### src/rtl/memb_pkg.sv
// Shared types and defaults for the port-B memory arbiter.
package memb_pkg;

   localparam int ADDR_W_DEF = 32;
   localparam int DATA_W_DEF = 8;
   localparam int LAT_W      = 3;

   typedef enum logic [1:0] {
      ST_IDLE  = 2'd0,
      ST_ISSUE = 2'd1,
      ST_WAIT  = 2'd2
   } memb_state_e;

   // Memory latency is only meaningful in 1..4; clamp so a bad override cannot stall the FSM.
   function automatic logic [LAT_W-1:0] lat_load(input int lat);
      if (lat < 1)
         return LAT_W'(1);
      else if (lat > 4)
         return LAT_W'(4);
      else
         return LAT_W'(lat);
   endfunction

endpackage

### src/rtl/memb_arbiter_if.sv
// Requester handshakes plus memory port-B bus; slave = arbiter side, master = requesters/memory.
interface memb_arbiter_if #(
   parameter int ADDR_W = memb_pkg::ADDR_W_DEF,
   parameter int DATA_W = memb_pkg::DATA_W_DEF
);

   logic              req0, req1;
   logic              wr0, wr1;
   logic [ADDR_W-1:0] addr0, addr1;
   logic [DATA_W-1:0] wdata0, wdata1;
   logic              gnt0, gnt1;
   logic              rvalid0, rvalid1;
   logic [DATA_W-1:0] rdata;
   logic [ADDR_W-1:0] address;
   logic              wren_b;
   logic [DATA_W-1:0] data_b;
   logic [DATA_W-1:0] q_b;

   modport slave (
      input  req0, req1, wr0, wr1, addr0, addr1, wdata0, wdata1, q_b,
      output gnt0, gnt1, rvalid0, rvalid1, rdata, address, wren_b, data_b
   );

   modport master (
      output req0, req1, wr0, wr1, addr0, addr1, wdata0, wdata1, q_b,
      input  gnt0, gnt1, rvalid0, rvalid1, rdata, address, wren_b, data_b
   );

endinterface

### src/rtl/memb_rr_pick.sv
// Two-way round-robin picker; the last-served pointer moves only when a grant is issued.
module memb_rr_pick (
   input  logic clk,
   input  logic rst,
   input  logic req0,
   input  logic req1,
   input  logic upd,
   input  logic upd_id,
   output logic win_vld,
   output logic win_id
);

   logic last;

   // Reset to 1 so requester 0 wins the first contested pick.
   always_ff @(posedge clk) begin
      if (rst)
         last <= 1'b1;
      else if (upd)
         last <= upd_id;
   end

   always_comb begin
      win_vld = req0 | req1;
      win_id  = 1'b0;
      if (req0 && req1)
         win_id = ~last;
      else if (req1)
         win_id = 1'b1;
   end

endmodule

### src/rtl/memb_arbiter.sv
// Arbitrates two requesters onto a single memory port B: IDLE latches the winner,
// ISSUE drives the port for one cycle, WAIT counts out the read latency.
module memb_arbiter
   import memb_pkg::*;
#(
   parameter int ADDR_W  = ADDR_W_DEF,
   parameter int DATA_W  = DATA_W_DEF,
   parameter int MEM_LAT = 1
) (
   input logic          clk,
   input logic          rst,
   memb_arbiter_if.slave bus
);

   memb_state_e       state, state_nx;
   logic [ADDR_W-1:0] lat_addr;
   logic [DATA_W-1:0] lat_wdata;
   logic [DATA_W-1:0] rdata_q;
   logic              lat_wr, lat_id;
   logic [LAT_W-1:0]  cnt;
   logic              rvalid0_q, rvalid1_q;
   logic              win_vld, win_id;
   logic              take, issue, cap;

   memb_rr_pick u_pick (
      .clk     (clk),
      .rst     (rst),
      .req0    (bus.req0),
      .req1    (bus.req1),
      .upd     (issue),
      .upd_id  (lat_id),
      .win_vld (win_vld),
      .win_id  (win_id)
   );

   always_ff @(posedge clk) begin
      if (rst)
         state <= ST_IDLE;
      else
         state <= state_nx;
   end

   always_comb begin
      state_nx = state;
      take     = 1'b0;
      issue    = 1'b0;
      cap      = 1'b0;
      unique case (state)
         ST_IDLE: begin
            if (win_vld) begin
               take     = 1'b1;
               state_nx = ST_ISSUE;
            end
         end
         ST_ISSUE: begin
            issue    = 1'b1;
            state_nx = lat_wr ? ST_IDLE : ST_WAIT;
         end
         ST_WAIT: begin
            // Last count is the cycle q_b is valid: capture it and free the port.
            if (cnt < LAT_W'(2)) begin
               cap      = 1'b1;
               state_nx = ST_IDLE;
            end
         end
         default: state_nx = ST_IDLE;
      endcase
   end

   // The latches double as the port-B address/data, so they hold outside ISSUE.
   always_ff @(posedge clk) begin
      if (rst) begin
         lat_addr  <= '0;
         lat_wdata <= '0;
         lat_wr    <= 1'b0;
         lat_id    <= 1'b0;
         cnt       <= '0;
         rdata_q   <= '0;
         rvalid0_q <= 1'b0;
         rvalid1_q <= 1'b0;
      end else begin
         rvalid0_q <= cap & ~lat_id;
         rvalid1_q <= cap & lat_id;
         if (take) begin
            lat_id    <= win_id;
            lat_wr    <= win_id ? bus.wr1    : bus.wr0;
            lat_addr  <= win_id ? bus.addr1  : bus.addr0;
            lat_wdata <= win_id ? bus.wdata1 : bus.wdata0;
         end
         if (issue && !lat_wr)
            cnt <= lat_load(MEM_LAT);
         else if (state == ST_WAIT && cnt != '0)
            cnt <= cnt - LAT_W'(1);
         if (cap)
            rdata_q <= bus.q_b;
      end
   end

   assign bus.gnt0    = issue & ~lat_id;
   assign bus.gnt1    = issue & lat_id;
   assign bus.wren_b  = issue & lat_wr;
   assign bus.address = lat_addr;
   assign bus.data_b  = lat_wdata;
   assign bus.rdata   = rdata_q;
   assign bus.rvalid0 = rvalid0_q;
   assign bus.rvalid1 = rvalid1_q;

   a_one_gnt: assert property (@(posedge clk) disable iff (rst) !(bus.gnt0 && bus.gnt1));
   a_one_rvalid: assert property (@(posedge clk) disable iff (rst) !(bus.rvalid0 && bus.rvalid1));
   a_wren_pulse: assert property (@(posedge clk) disable iff (rst) bus.wren_b |=> !bus.wren_b);

endmodule

### src/flat_wrapper.sv
// flat-port wrapper written by rule: the top's interface ports become plain ports
module memb_arbiter_flat import memb_pkg::*;
#(
   parameter int ADDR_W  = ADDR_W_DEF,
   parameter int DATA_W  = DATA_W_DEF,
   parameter int MEM_LAT = 1
)
  (clk, rst, bus_req0, bus_req1, bus_wr0, bus_wr1, bus_addr0, bus_addr1, bus_wdata0, bus_wdata1, bus_q_b, bus_gnt0, bus_gnt1, bus_rvalid0, bus_rvalid1, bus_rdata, bus_address, bus_wren_b, bus_data_b);
  memb_arbiter_if #(.ADDR_W(ADDR_W), .DATA_W(DATA_W)) bus_i ();
  input logic clk;
  input logic rst;
  input wire logic [$bits(bus_i.req0)-1:0] bus_req0;
  input wire logic [$bits(bus_i.req1)-1:0] bus_req1;
  input wire logic [$bits(bus_i.wr0)-1:0] bus_wr0;
  input wire logic [$bits(bus_i.wr1)-1:0] bus_wr1;
  input wire logic [$bits(bus_i.addr0)-1:0] bus_addr0;
  input wire logic [$bits(bus_i.addr1)-1:0] bus_addr1;
  input wire logic [$bits(bus_i.wdata0)-1:0] bus_wdata0;
  input wire logic [$bits(bus_i.wdata1)-1:0] bus_wdata1;
  input wire logic [$bits(bus_i.q_b)-1:0] bus_q_b;
  output wire logic [$bits(bus_i.gnt0)-1:0] bus_gnt0;
  output wire logic [$bits(bus_i.gnt1)-1:0] bus_gnt1;
  output wire logic [$bits(bus_i.rvalid0)-1:0] bus_rvalid0;
  output wire logic [$bits(bus_i.rvalid1)-1:0] bus_rvalid1;
  output wire logic [$bits(bus_i.rdata)-1:0] bus_rdata;
  output wire logic [$bits(bus_i.address)-1:0] bus_address;
  output wire logic [$bits(bus_i.wren_b)-1:0] bus_wren_b;
  output wire logic [$bits(bus_i.data_b)-1:0] bus_data_b;
  assign bus_i.req0 = bus_req0;
  assign bus_i.req1 = bus_req1;
  assign bus_i.wr0 = bus_wr0;
  assign bus_i.wr1 = bus_wr1;
  assign bus_i.addr0 = bus_addr0;
  assign bus_i.addr1 = bus_addr1;
  assign bus_i.wdata0 = bus_wdata0;
  assign bus_i.wdata1 = bus_wdata1;
  assign bus_i.q_b = bus_q_b;
  assign bus_gnt0 = bus_i.gnt0;
  assign bus_gnt1 = bus_i.gnt1;
  assign bus_rvalid0 = bus_i.rvalid0;
  assign bus_rvalid1 = bus_i.rvalid1;
  assign bus_rdata = bus_i.rdata;
  assign bus_address = bus_i.address;
  assign bus_wren_b = bus_i.wren_b;
  assign bus_data_b = bus_i.data_b;
  memb_arbiter #(.ADDR_W(ADDR_W), .DATA_W(DATA_W), .MEM_LAT(MEM_LAT)) u_core (.clk(clk), .rst(rst), .bus(bus_i));
endmodule
### config.mk
export PLATFORM = sky130hd
export DESIGN_NAME = memb_arbiter_flat
export DESIGN_NICKNAME = d
export VERILOG_FILES = /design/src/rtl/memb_pkg.sv /design/src/rtl/memb_arbiter_if.sv /design/src/rtl/memb_rr_pick.sv /design/src/rtl/memb_arbiter.sv /design/src/flat_wrapper.sv
export SDC_FILE = /design/constraint.sdc
export NUM_CORES = 1
export LEC_CHECK = 0
export ABC_AREA = 1
export CORE_ASPECT_RATIO = 0.9
export CORE_MARGIN = 3
export CORE_UTILIZATION = 41
export CTS_BUF_LIST = sky130_fd_sc_hd__clkbuf_4
export CTS_CLUSTER_SIZE = 28
export DETAILED_ROUTE_END_ITERATION = 12
export PLACE_DENSITY = 0.8
export REMOVE_ABC_BUFFERS = 1
export SLEW_MARGIN = 20
export SYNTH_ARGS = -nofsm -noshare
export SYNTH_HDL_FRONTEND = slang
export SYNTH_SLANG_ARGS = --single-unit
### constraint.sdc
create_clock -name clk -period 1.8 [get_ports clk]
set_clock_uncertainty 0.2 [all_clocks]
set_input_delay 0.27 -clock clk [delete_from_list [all_inputs] [get_ports clk]]
set_output_delay 0.27 -clock clk [all_outputs]
set_load 0.01 [all_outputs]
==> results of run 1 <==
kinds of logic after synthesis:
group	after synthesis	synth area share, %
and+or+nand+nor	252	36.1
AOI/OAI and AO/OA	54	9.42
buffers and inverters	83	13.2
adders and majority gates	2	0.872
DFF	58	40.5
cell usage in the layout (no fill, tap or decap):
cell and n:
nor2_1 128, clkdlybuf4s50_1 93, nand2_1 65, dfxtp_1 56
inv_1 55, nand3_1 51, dlymetal6s2s_1 41, o21ai_0 22
o21ai_1 22, buf_4 11, a21oi_1 10, clkbuf_4 9
dlygate4sd2_1 9, buf_12 4, nor2_4 3, clkinv_1 3
nor2_2 2, ha_1 2, clkinv_2 2, clkinvlp_4 2
buf_2 2, dfxtp_2 2, inv_2 1, nand2_2 1
nor3_1 1, nand4_1 1, clkdlybuf4s15_2 1
critical path: stages, from the launching register on:
cell             delay, ns
dfxtp_2               0.35
inv_1                 0.07
nor2_4                0.10
nand2_1               0.08
inv_1                 0.06
clkdlybuf4s15_2       0.22
power groups by stage:
stage               sequential (µW)  combinational (µW)  clock (µW)
floorplan                      1560                 398           0
global placement               1510                1060           0
detailed placement             1510                1080           0
CTS                            1480                1070         785
global route                   1500                1160         841
finish                         1480                1050         751
sequential cells by signal, summed over array words and instances (netlist names):
register	cells
u_core.cnt	3
u_core.bus.address	32
u_core.bus.rdata	8
u_core.state	2
u_core.bus.data_b	8
u_core.bus.rvalid1	1
u_core.lat_wr	1
u_core.bus.rvalid0	1
u_core.u_pick.last	1
u_core.lat_id	1
cell type report:
class                   instances  area (µm²)
fillers                       561        2060
repair buffers                161        1710
multi-input cells             308        1340
flip-flops and latches         58        1160
inverters                      56         210
well taps                      90         113
clock buffers                   9        67.6
clock inverters                 7        36.3
worst paths after layout:
path / from / to / slack, ns
min: bus_q_b[1] / u_core.bus.rdata[1] / 0.25
max: u_core.state[0] / bus_gnt1 / 0.05
max reg2reg: u_core.state[0] / u_core.bus.data_b[4] / 0.18
min reg2reg: u_core.bus.rdata[2] / u_core.bus.rdata[2] / 0.27
per-stage QoR:
stage	hold WS, ns	worst slack (ns)	area [µm²]
after global placement	0.243	-0.196	4430
after floorplan	0.139	-0.224	2700
after CTS	0.212	0.000939	4530
after detailed placement	0.250	-0.222	4430
after global routing	0.218	-0.0510	4640
final	0.253	0.0536	4640
per-layer routing:
metal	track usage (%)	share of wire, %	up-vias
met2	35.1	46	123
li1	-	-	1677
met3	8.95	8.5	9
met4	5.64	0.92	0
met5	0	0	-
met1	26.8	44	1408
repair_timing:
action / in CTS / in global routing
buffers inserted: 1 / 0
cloned: 0 / 0
gates resized for setup: 22 / 43
endpoints found under the setup margin: 12 / 44
hold buffers: 0 / 0
==> impl_metrics.py, run 1 <==
metrics = {
    "synth": {
        "ys_types": 20,
        "mappedNetlistArea_um2": 2870,
        "synthCells": 449,
        "yosysWarningCount": 0,
        "synth_edf_count": 0,
        "yosysMostFrequentCell": "nor2_1",
        "synth.top_cell.area_share_pct": 40.5,
        "synthArstFlopShare_pct": 0,
        "synth_top_flop_cell": "dfxtp_1",
        "seq_area_frac_synth_pct": 40.5,
        "ys_seq_elements": 58,
        "synth_common_cells": "129 x nor2_1, 65 x nand2_1, 58 x dfxtp_1, 55 x inv_1, 51 x nand3_1",
        "synth_area_leaders": "dfxtp_1 40%, nor2_1 17%, nand3_1 8.9%",
        "yosys.area.top_type": "dfxtp_1",
        "avgSynthCellArea_um2": 6.39,
    },
    "clocking": {
        "clk_pin_slew_ns": 0.10,
        "cts_tree": "yes",
        "cts.htree.levels": 3,
        "cts_buffers": 9,
        "cts_max_path_buffers": 2,
        "cts_sinks": 58,
        "clk_latency_ns": 0.40,
        "clock-root-buffer": "clkbuf_4",
    },
    "cells_and_area": {
        "syn_to_final_growth_pct": 61.5,
        "n_antenna_cell": 0,
        "nNetsFinal": 690,
        "stdcell_count": 689,
        "fin_util_pct": 69.3,
        "drive_gt1_share_pct": 6.68,
    },
    "place": {
        "gp_congestion": 0.794,
        "dp_hpwl_mm": 6.23,
        "io_buffers": 146,
        "placed_cells": 672,
    },
    "grt": {
        "grt_pass1_vias": 3055,
        "grt-ovfl-total": 0,
        "grt_use_total_pct": 21.7,
        "grt_pass1_wl_mm": 14.0,
        "antenna_found_initial": 0,
        "grt_start_max_net_pins": 42,
    },
    "setup_path": {
        "crit_path_start_kind": "register",
        "endpoint_kind": "output port",
        "cp_data_required_time_ns": 1.33,
        "crit_path_max_fanout": 3,
        "crit_type": "reg2out",
        "reg2regPathDepth": 8,
        "arrival_ns": 1.28,
    },
    "routing": {
        "num_vias": 3217,
        "drt-initial-drc-count": 133,
        "wire_per_inst_um": 12.6,
        "drt_wl_total_mm": 8.71,
        "vias_per_cell": 4.67,
        "antenna_left": 0,
        "firstDrtPassIters": 4,
        "drcViolationCount": 0,
    },
    "power_and_ir_drop": {
        "clockPowerShare_pct": 22.9,
        "p_switching_uw": 1060,
        "combPwrFrac_pct": 31.9,
        "ir_drop_v": 0.000430,
        "seqPwrFrac_pct": 45.2,
        "p_leak_uw": 0.00269,
        "total_power_uw": 3280,
        "switching_share_pct": 32.2,
        "powerDensity_nw_per_um2": 707,
        "p_int_uw": 2220,
    },
    "timing": {
        "rsz0062_at_grt": "true",
        "worst_pin_slew_ns": 0.450,
        "hold_viol": 0,
        "max_freq_mhz": 573,
        "setup-tns-final_ns": 0,
        "period_share_pct": 97.0,
        "final.min_clock_period_ns": 1.75,
        "finalSetupViolCount": 0,
        "timing.max_slew.rel_slack_pct": 70.0,
        "finalMaxSlewViolations": 0,
    },
    "outcome": {
        "status": "finished clean",
    },
    "die": {
        "io-pin-count": 147,
        "initial_core_util_pct": 42.9,
        "die_w_um": 94.2,
        "die_h_um": 85.4,
        "dieArea_um2": 8040,
        "rows": 28,
        "coreArea_um2": 6690,
    },
    "flow_run": {
        "max_cap_viol_count": 0,
    },
    "min_path": {
        "hold_path_depth": 3,
        "hp-class": "in2reg",
    },
}
(Power assumes the default switching activity.)
==> run 2: changes to the inputs <==
--- a/config.mk
+++ b/config.mk
@@ -5,14 +5,13 @@
 export SDC_FILE = /design/constraint.sdc
 export NUM_CORES = 1
 export LEC_CHECK = 0
-export ABC_AREA = 1
 export CORE_ASPECT_RATIO = 0.9
 export CORE_MARGIN = 3
-export CORE_UTILIZATION = 41
-export CTS_BUF_LIST = sky130_fd_sc_hd__clkbuf_4
+export CORE_UTILIZATION = 40
+export CTS_BUF_LIST = sky130_fd_sc_hd__clkbuf_16
 export CTS_CLUSTER_SIZE = 28
 export DETAILED_ROUTE_END_ITERATION = 12
-export PLACE_DENSITY = 0.8
+export PLACE_DENSITY = 0.79
 export REMOVE_ABC_BUFFERS = 1
 export SLEW_MARGIN = 20
 export SYNTH_ARGS = -nofsm -noshare
==> impl_metrics.py, run 2 <==
metrics = {
    "setup_path": {
        "worstPathBufferInverterCount": 1,
        "worstPathCellList": "nor2b_4, and2_1, clkdlybuf4s15_1",
        "max_stage_delay_ns": 0.33,
        "slowest_stage": "dfxtp_1",
        "arrival_ns": 1.25,
        "crit_path_start_kind": "register",
        "crit_type": "reg2out",
        "critPathTopFamily": "simple AND/OR/NAND/NOR gates",
        "endpoint_kind": "output port",
        "cp_data_required_time_ns": 1.33,
        "crit_path_max_fanout": 3,
    },
    "synth": {
        "ys_seq_elements": 58,
        "mappedNetlistArea_um2": 2790,
        "synth.top_cell.area_share_pct": 41.6,
        "synthArstFlopShare_pct": 0,
        "ys_types": 31,
        "synthCells": 311,
        "synth_common_cells": "98 x nand2_1, 58 x dfxtp_1, 52 x a21oi_1, 39 x a311oi_2, 18 x clkbuf_1",
        "synth_edf_count": 0,
        "synth_area_leaders": "dfxtp_1 42%, a311oi_2 21%, nand2_1 13%",
        "yosysWarningCount": 0,
        "synth_top_flop_cell": "dfxtp_1",
        "yosys.area.top_type": "dfxtp_1",
        "seq_area_frac_synth_pct": 41.6,
        "avgSynthCellArea_um2": 8.98,
        "yosysMostFrequentCell": "nand2_1",
    },
    "cells_and_area": {
        "drive_gt1_share_pct": 18.5,
        "fin_util_pct": 71.6,
        "multi_input_area_um2": 1500,
        "n_antenna_cell": 0,
        "design_area_um2": 4770,
        "syn_to_final_growth_pct": 70.7,
        "largest_register_ffs": 32,
        "final_common_cell": "clkdlybuf4s50_1",
        "layout_common_cells": "142 x clkdlybuf4s50_1, 98 x nand2_1, 57 x dfxtp_1",
        "regArea_um2": 1160,
        "nNetsFinal": 557,
        "num-fill-cells": 513,
    },
    "power_and_ir_drop": {
        "p_leak_uw": 0.00176,
        "ir_drop_v": 0.000511,
        "p_int_uw": 3120,
        "switching_share_pct": 26.8,
        "p_switching_uw": 1140,
        "clockPowerShare_pct": 37.0,
        "seqPwrFrac_pct": 35.1,
        "combPwrFrac_pct": 27.8,
        "powerDensity_nw_per_um2": 895,
    },
    "die": {
        "initial_core_util_pct": 42.0,
        "rows": 28,
        "dieArea_um2": 8020,
        "coreArea_um2": 6660,
        "io-pin-count": 147,
        "die_h_um": 85.3,
        "die_w_um": 94.1,
    },
    "timing": {
        "hold_viol": 0,
        "finalSetupViolCount": 0,
        "timing.max_slew.rel_slack_pct": 80.3,
        "finalMaxSlewViolations": 0,
        "rsz0062_at_grt": "false",
        "final.min_clock_period_ns": 1.72,
        "worst_pin_slew_ns": 0.295,
        "period_share_pct": 95.7,
        "max_freq_mhz": 581,
    },
    "grt": {
        "grt_use_total_pct": 21.6,
        "grt_pass1_vias": 2941,
        "grt_pass1_wl_mm": 13.9,
        "antenna_found_initial": 0,
        "grt_start_max_net_pins": 42,
        "grt-ovfl-total": 0,
    },
    "clocking": {
        "cts_tree": "yes",
        "cts_sinks": 58,
        "cts.htree.levels": 3,
        "cts_max_path_buffers": 2,
        "cts_buffers": 9,
        "clock-root-buffer": "clkbuf_16",
        "clk_latency_ns": 0.32,
        "cts_post_setup_buffers_inserted": 0,
        "clk_pin_slew_ns": 0.05,
    },
    "routing": {
        "antenna_left": 0,
        "wire_per_inst_um": 15.7,
        "drt-initial-drc-count": 120,
        "drt_wl_total_mm": 8.72,
        "vias_per_cell": 5.23,
        "drcViolationCount": 0,
        "num_vias": 2900,
        "firstDrtPassIters": 4,
    },
    "place": {
        "placed_cell_area_um2": 4470,
        "dp_hpwl_mm": 6.33,
        "gp_congestion": 0.742,
        "io_buffers": 146,
    },
    "min_path": {
        "hp-class": "in2reg",
    },
    "flow_run": {
        "max_cap_viol_count": 0,
    },
    "outcome": {
        "status": "finished clean",
    },
}
-- run 2: changes by cell type after synthesis, moves of 33 or more --
cell	change
nor2_1	-125
inv_1	-52
nand3_1	-50
a21oi_1	+42
a311oi_2	+39
nand2_1	+33
-- run 2: worst reg2reg max path: stages (launching register included) --
cell and delay [ns]:
dfxtp_4 0.36, inv_1 0.05, ha_1 0.18, ha_1 0.19, nor3b_2 0.24, buf_4 0.18, xnor2_1 0.11, a21oi_1 0.07
-- run 2: power groups by stage --
stage          combinational [µW]  clock [µW]  sequential [µW]
3_5_place_dp                 1180           0             1520
5_1_grt                      1270        1660             1510
6_report                     1190        1580             1500
4_1_cts                      1190        1600             1500
3_3_place_gp                 1160           0             1520
2_1_floorplan                 436           0             1570
-- run 2: layout make-up --
cell class,count,area share [%]
Sequential cell,58,24.4
Clock inverter,6,1.05
Multi-Input combinational cell,221,31.5
Inverter,3,0.236
Clock buffer,9,4.73
Timing Repair Buffer,168,35.7
Tap cell,90,2.36
-- run 2: metal layers --
layer  routed length, µm  track usage, %
met2                4250            36.1
met5                   0               0
met3                 817            6.56
met1                3510            25.9
met4                 146            8.01
-- run 2: repair_timing --
action,4_1_cts,5_1_grt
gates resized for setup,4,11
setup endpoints to repair,3,4
pin swaps,0,3
hold buffers,0,0
-- run 2: per-stage QoR --
step / TNS (ns) / hold WS (ns) / cells / worst slack (ns) / power, µW
2_1_floorplan: -24.39 / 0.138 / 282 / -0.583 / 2000
3_3_place_gp: -3.83 / 0.241 / 540 / -0.123 / 2680
3_5_place_dp: -4.63 / 0.247 / 540 / -0.149 / 2700
4_1_cts: 0 / 0.0804 / 555 / 0.00403 / 4280
5_1_grt: 0 / 0.109 / 555 / 0.0157 / 4450
6_report: 0 / 0.0935 / 555 / 0.0778 / 4260
-- run 2: worst paths after layout --
| kind | endpoint | cells after the start | slack, ns | start |
|---|---|---|---|---|
| worst max register to register | u_core.cnt[0] | 7 | 0.09 | u_core.cnt[1] |
| worst min-delay path | u_core.state[0] | 2 | 0.09 | rst |
| worst min register to register | u_core.bus.rdata[4] | 2 | 0.25 | u_core.bus.rdata[4] |
| worst max-delay path | bus_gnt1 | 3 | 0.08 | u_core.state[0] |
-- run 2: cells by family (layout without fill, tap and decap cells) --
family | count (synthesis) | in the layout | synth area share, %
and+or+nand+nor | 118 | 118 | 18.0
AOI/OAI and AO/OA | 100 | 100 | 33.2
DFF | 58 | 58 | 41.6
buffers and inverters | 32 | 186 | 6.05
adders and majority gates | 2 | 2 | 0.896
xor gates and xnor gates | 1 | 1 | 0.314
==> run 3: changes to the inputs <==
--- a/config.mk
+++ b/config.mk
@@ -13,6 +13,7 @@
 export DETAILED_ROUTE_END_ITERATION = 12
 export PLACE_DENSITY = 0.79
 export REMOVE_ABC_BUFFERS = 1
+export SKIP_CTS_REPAIR_TIMING = 1
 export SLEW_MARGIN = 20
 export SYNTH_ARGS = -nofsm -noshare
 export SYNTH_HDL_FRONTEND = slang
==> impl_metrics.py, run 3 (synthesis gave the netlist of run 2 again) <==
metrics = {
    "setup_path": {
        "slowest_stage": "dfxtp_4",
        "path_depth": 7,
        "worstPathBufferInverterCount": 2,
        "ff2ff_setup_slack_ns": 0.09,
        "worstPathCellList": "inv_1, ha_1, ha_1, nor3b_2, buf_4, xnor2_1, a21oi_1",
        "endpoint_kind": "register",
        "crit_type": "reg2reg",
        "startpoint": "u_core.cnt[1]",
        "reg2reg_to": "u_core.cnt[0]",
        "reg2regPathDepth": 7,
        "max_stage_delay_ns": 0.36,
        "r2r_start": "u_core.cnt[1]",
        "crit_path_start_kind": "register",
        "crit_path_max_fanout": 5,
        "critPathTopFamily": "adder cells",
        "path_common_cell": "ha_1",
        "arrival_ns": 1.70,
        "cp-endpoint": "u_core.cnt[0]",
        "cp_data_required_time_ns": 1.79,
    },
    "die": {
        "die_h_um": 85.3,
        "dieArea_um2": 8020,
        "die_w_um": 94.1,
        "initial_core_util_pct": 42.0,
        "coreArea_um2": 6660,
        "io-pin-count": 147,
        "rows": 28,
    },
    "cells_and_area": {
        "nNetsFinal": 557,
        "final_common_cell": "clkdlybuf4s50_1",
        "syn_to_final_growth_pct": 71.0,
        "n_antenna_cell": 0,
        "largest_register_ffs": 32,
        "stdcell_count": 555,
        "fin_util_pct": 71.7,
        "design_area_um2": 4780,
        "layout_common_cells": "142 x clkdlybuf4s50_1, 98 x nand2_1, 57 x dfxtp_1",
        "drive_gt1_share_pct": 18.1,
        "num-fill-cells": 510,
    },
    "timing": {
        "final.min_clock_period_ns": 1.71,
        "finalSetupViolCount": 0,
        "timing.max_slew.rel_slack_pct": 77.4,
        "period_share_pct": 94.8,
        "hold_viol": 0,
        "max_freq_mhz": 586,
        "worst_pin_slew_ns": 0.339,
        "finalMaxSlewViolations": 0,
    },
    "outcome": {
        "status": "finished clean",
    },
    "clocking": {
        "cts_tree": "yes",
        "cts_sinks": 58,
        "cts_buffers": 9,
        "clk_pin_slew_ns": 0.05,
        "clk_latency_ns": 0.32,
        "cts.htree.levels": 3,
        "cts_max_path_buffers": 2,
        "clock-root-buffer": "clkbuf_16",
    },
    "routing": {
        "vias_per_cell": 5.22,
        "wire_per_inst_um": 15.7,
        "num_vias": 2895,
        "antenna_left": 0,
        "drt_wl_total_mm": 8.73,
        "firstDrtPassIters": 4,
        "drt-initial-drc-count": 121,
        "drcViolationCount": 0,
    },
    "place": {
        "dp_hpwl_mm": 6.33,
        "gp_congestion": 0.742,
        "io_buffers": 146,
        "placed_cell_area_um2": 4470,
        "placed_cells": 540,
    },
    "grt": {
        "antenna_found_initial": 0,
        "grt_use_total_pct": 21.5,
        "grt_pass1_wl_mm": 13.8,
        "grt_start_max_net_pins": 42,
        "grt-ovfl-total": 0,
        "grt_pass1_vias": 2940,
    },
    "power_and_ir_drop": {
        "powerDensity_nw_per_um2": 893,
        "p_leak_uw": 0.00180,
        "ir_drop_v": 0.000512,
    },
    "flow_run": {
        "max_cap_viol_count": 0,
    },
    "min_path": {
        "hp-class": "in2reg",
    },
}
==> run 3: changes by cell type in the layout (fill, tap and decap cells not counted) <==
cell / before / now
clkbuf_2: 1 / 0
or4b_4: 1 / 0
dlymetal6s2s_1: 0 / 3
dlygate4sd2_1: 1 / 0
clkdlybuf4s15_1: 1 / 0
or4b_1: 0 / 1
==> run 3: through the flow <==
| stage | hold WS (ns) | total power (µW) | setup TNS, ns | worst slack, ns |
|---|---|---|---|---|
| 2_1_floorplan | 0.138 | 2000 | -24.39 | -0.583 |
| 3_5_place_dp | 0.247 | 2700 | -4.63 | -0.149 |
| 4_1_cts | 0.0804 | 4290 | -0.803 | -0.309 |
| 5_1_grt | 0.109 | 4450 | -0.00698 | -0.00698 |
| 3_3_place_gp | 0.241 | 2680 | -3.83 | -0.123 |
| 6_report | 0.0961 | 4260 | 0 | 0.0943 |
==> run 3: final cells by class <==
type / count / area, µm² / share of cell area [%]
sequential: 58 / 1160 / 24.4
multi-input combinational: 221 / 1500 / 31.3
clock inverter: 6 / 50.0 / 1.05
timing repair buffer: 168 / 1720 / 35.9
tap: 90 / 113 / 2.36
inverter: 3 / 11.3 / 0.236
clock buffer: 9 / 225 / 4.72
==> run 3: how the worst min path moves through the flow <==
stage	startpoint	end	slack, ns	depth (start not counted)
6_report	rst	u_core.state[0]	0.1	2
3_3_place_gp	u_core.bus.rdata[7]	u_core.bus.rdata[7]	0.24	2
5_1_grt	rst	u_core.state[0]	0.11	2
4_1_cts	rst	u_core.state[0]	0.08	2
3_5_place_dp	u_core.bus.rdata[4]	u_core.bus.rdata[4]	0.25	2
2_1_floorplan	rst	u_core.bus.address[0]	0.14	1
==> run 3: metal layers <==
metal	part of all wire, %	up-vias	track usage [%]	wire, µm
met4	1.3	0	8.01	110
met1	40	1354	25.9	3520
met2	49	118	35.8	4310
li1	-	1411	-	-
met3	9.0	12	6.56	790
met5	0	-	0	0
==> run 3: worst register-to-register path, stage by stage (launching register included) <==
cell and delay [ns]:
dfxtp_4 0.36, inv_1 0.05, ha_1 0.18, ha_1 0.19, nor3b_2 0.24, buf_4 0.18, xnor2_1 0.11, a21oi_1 0.07
==> run 3: where the power goes <==
part	switching [µW]	internal [µW]
Sequential	79.0	1420
Clock	540	1040
Combinational	522	665
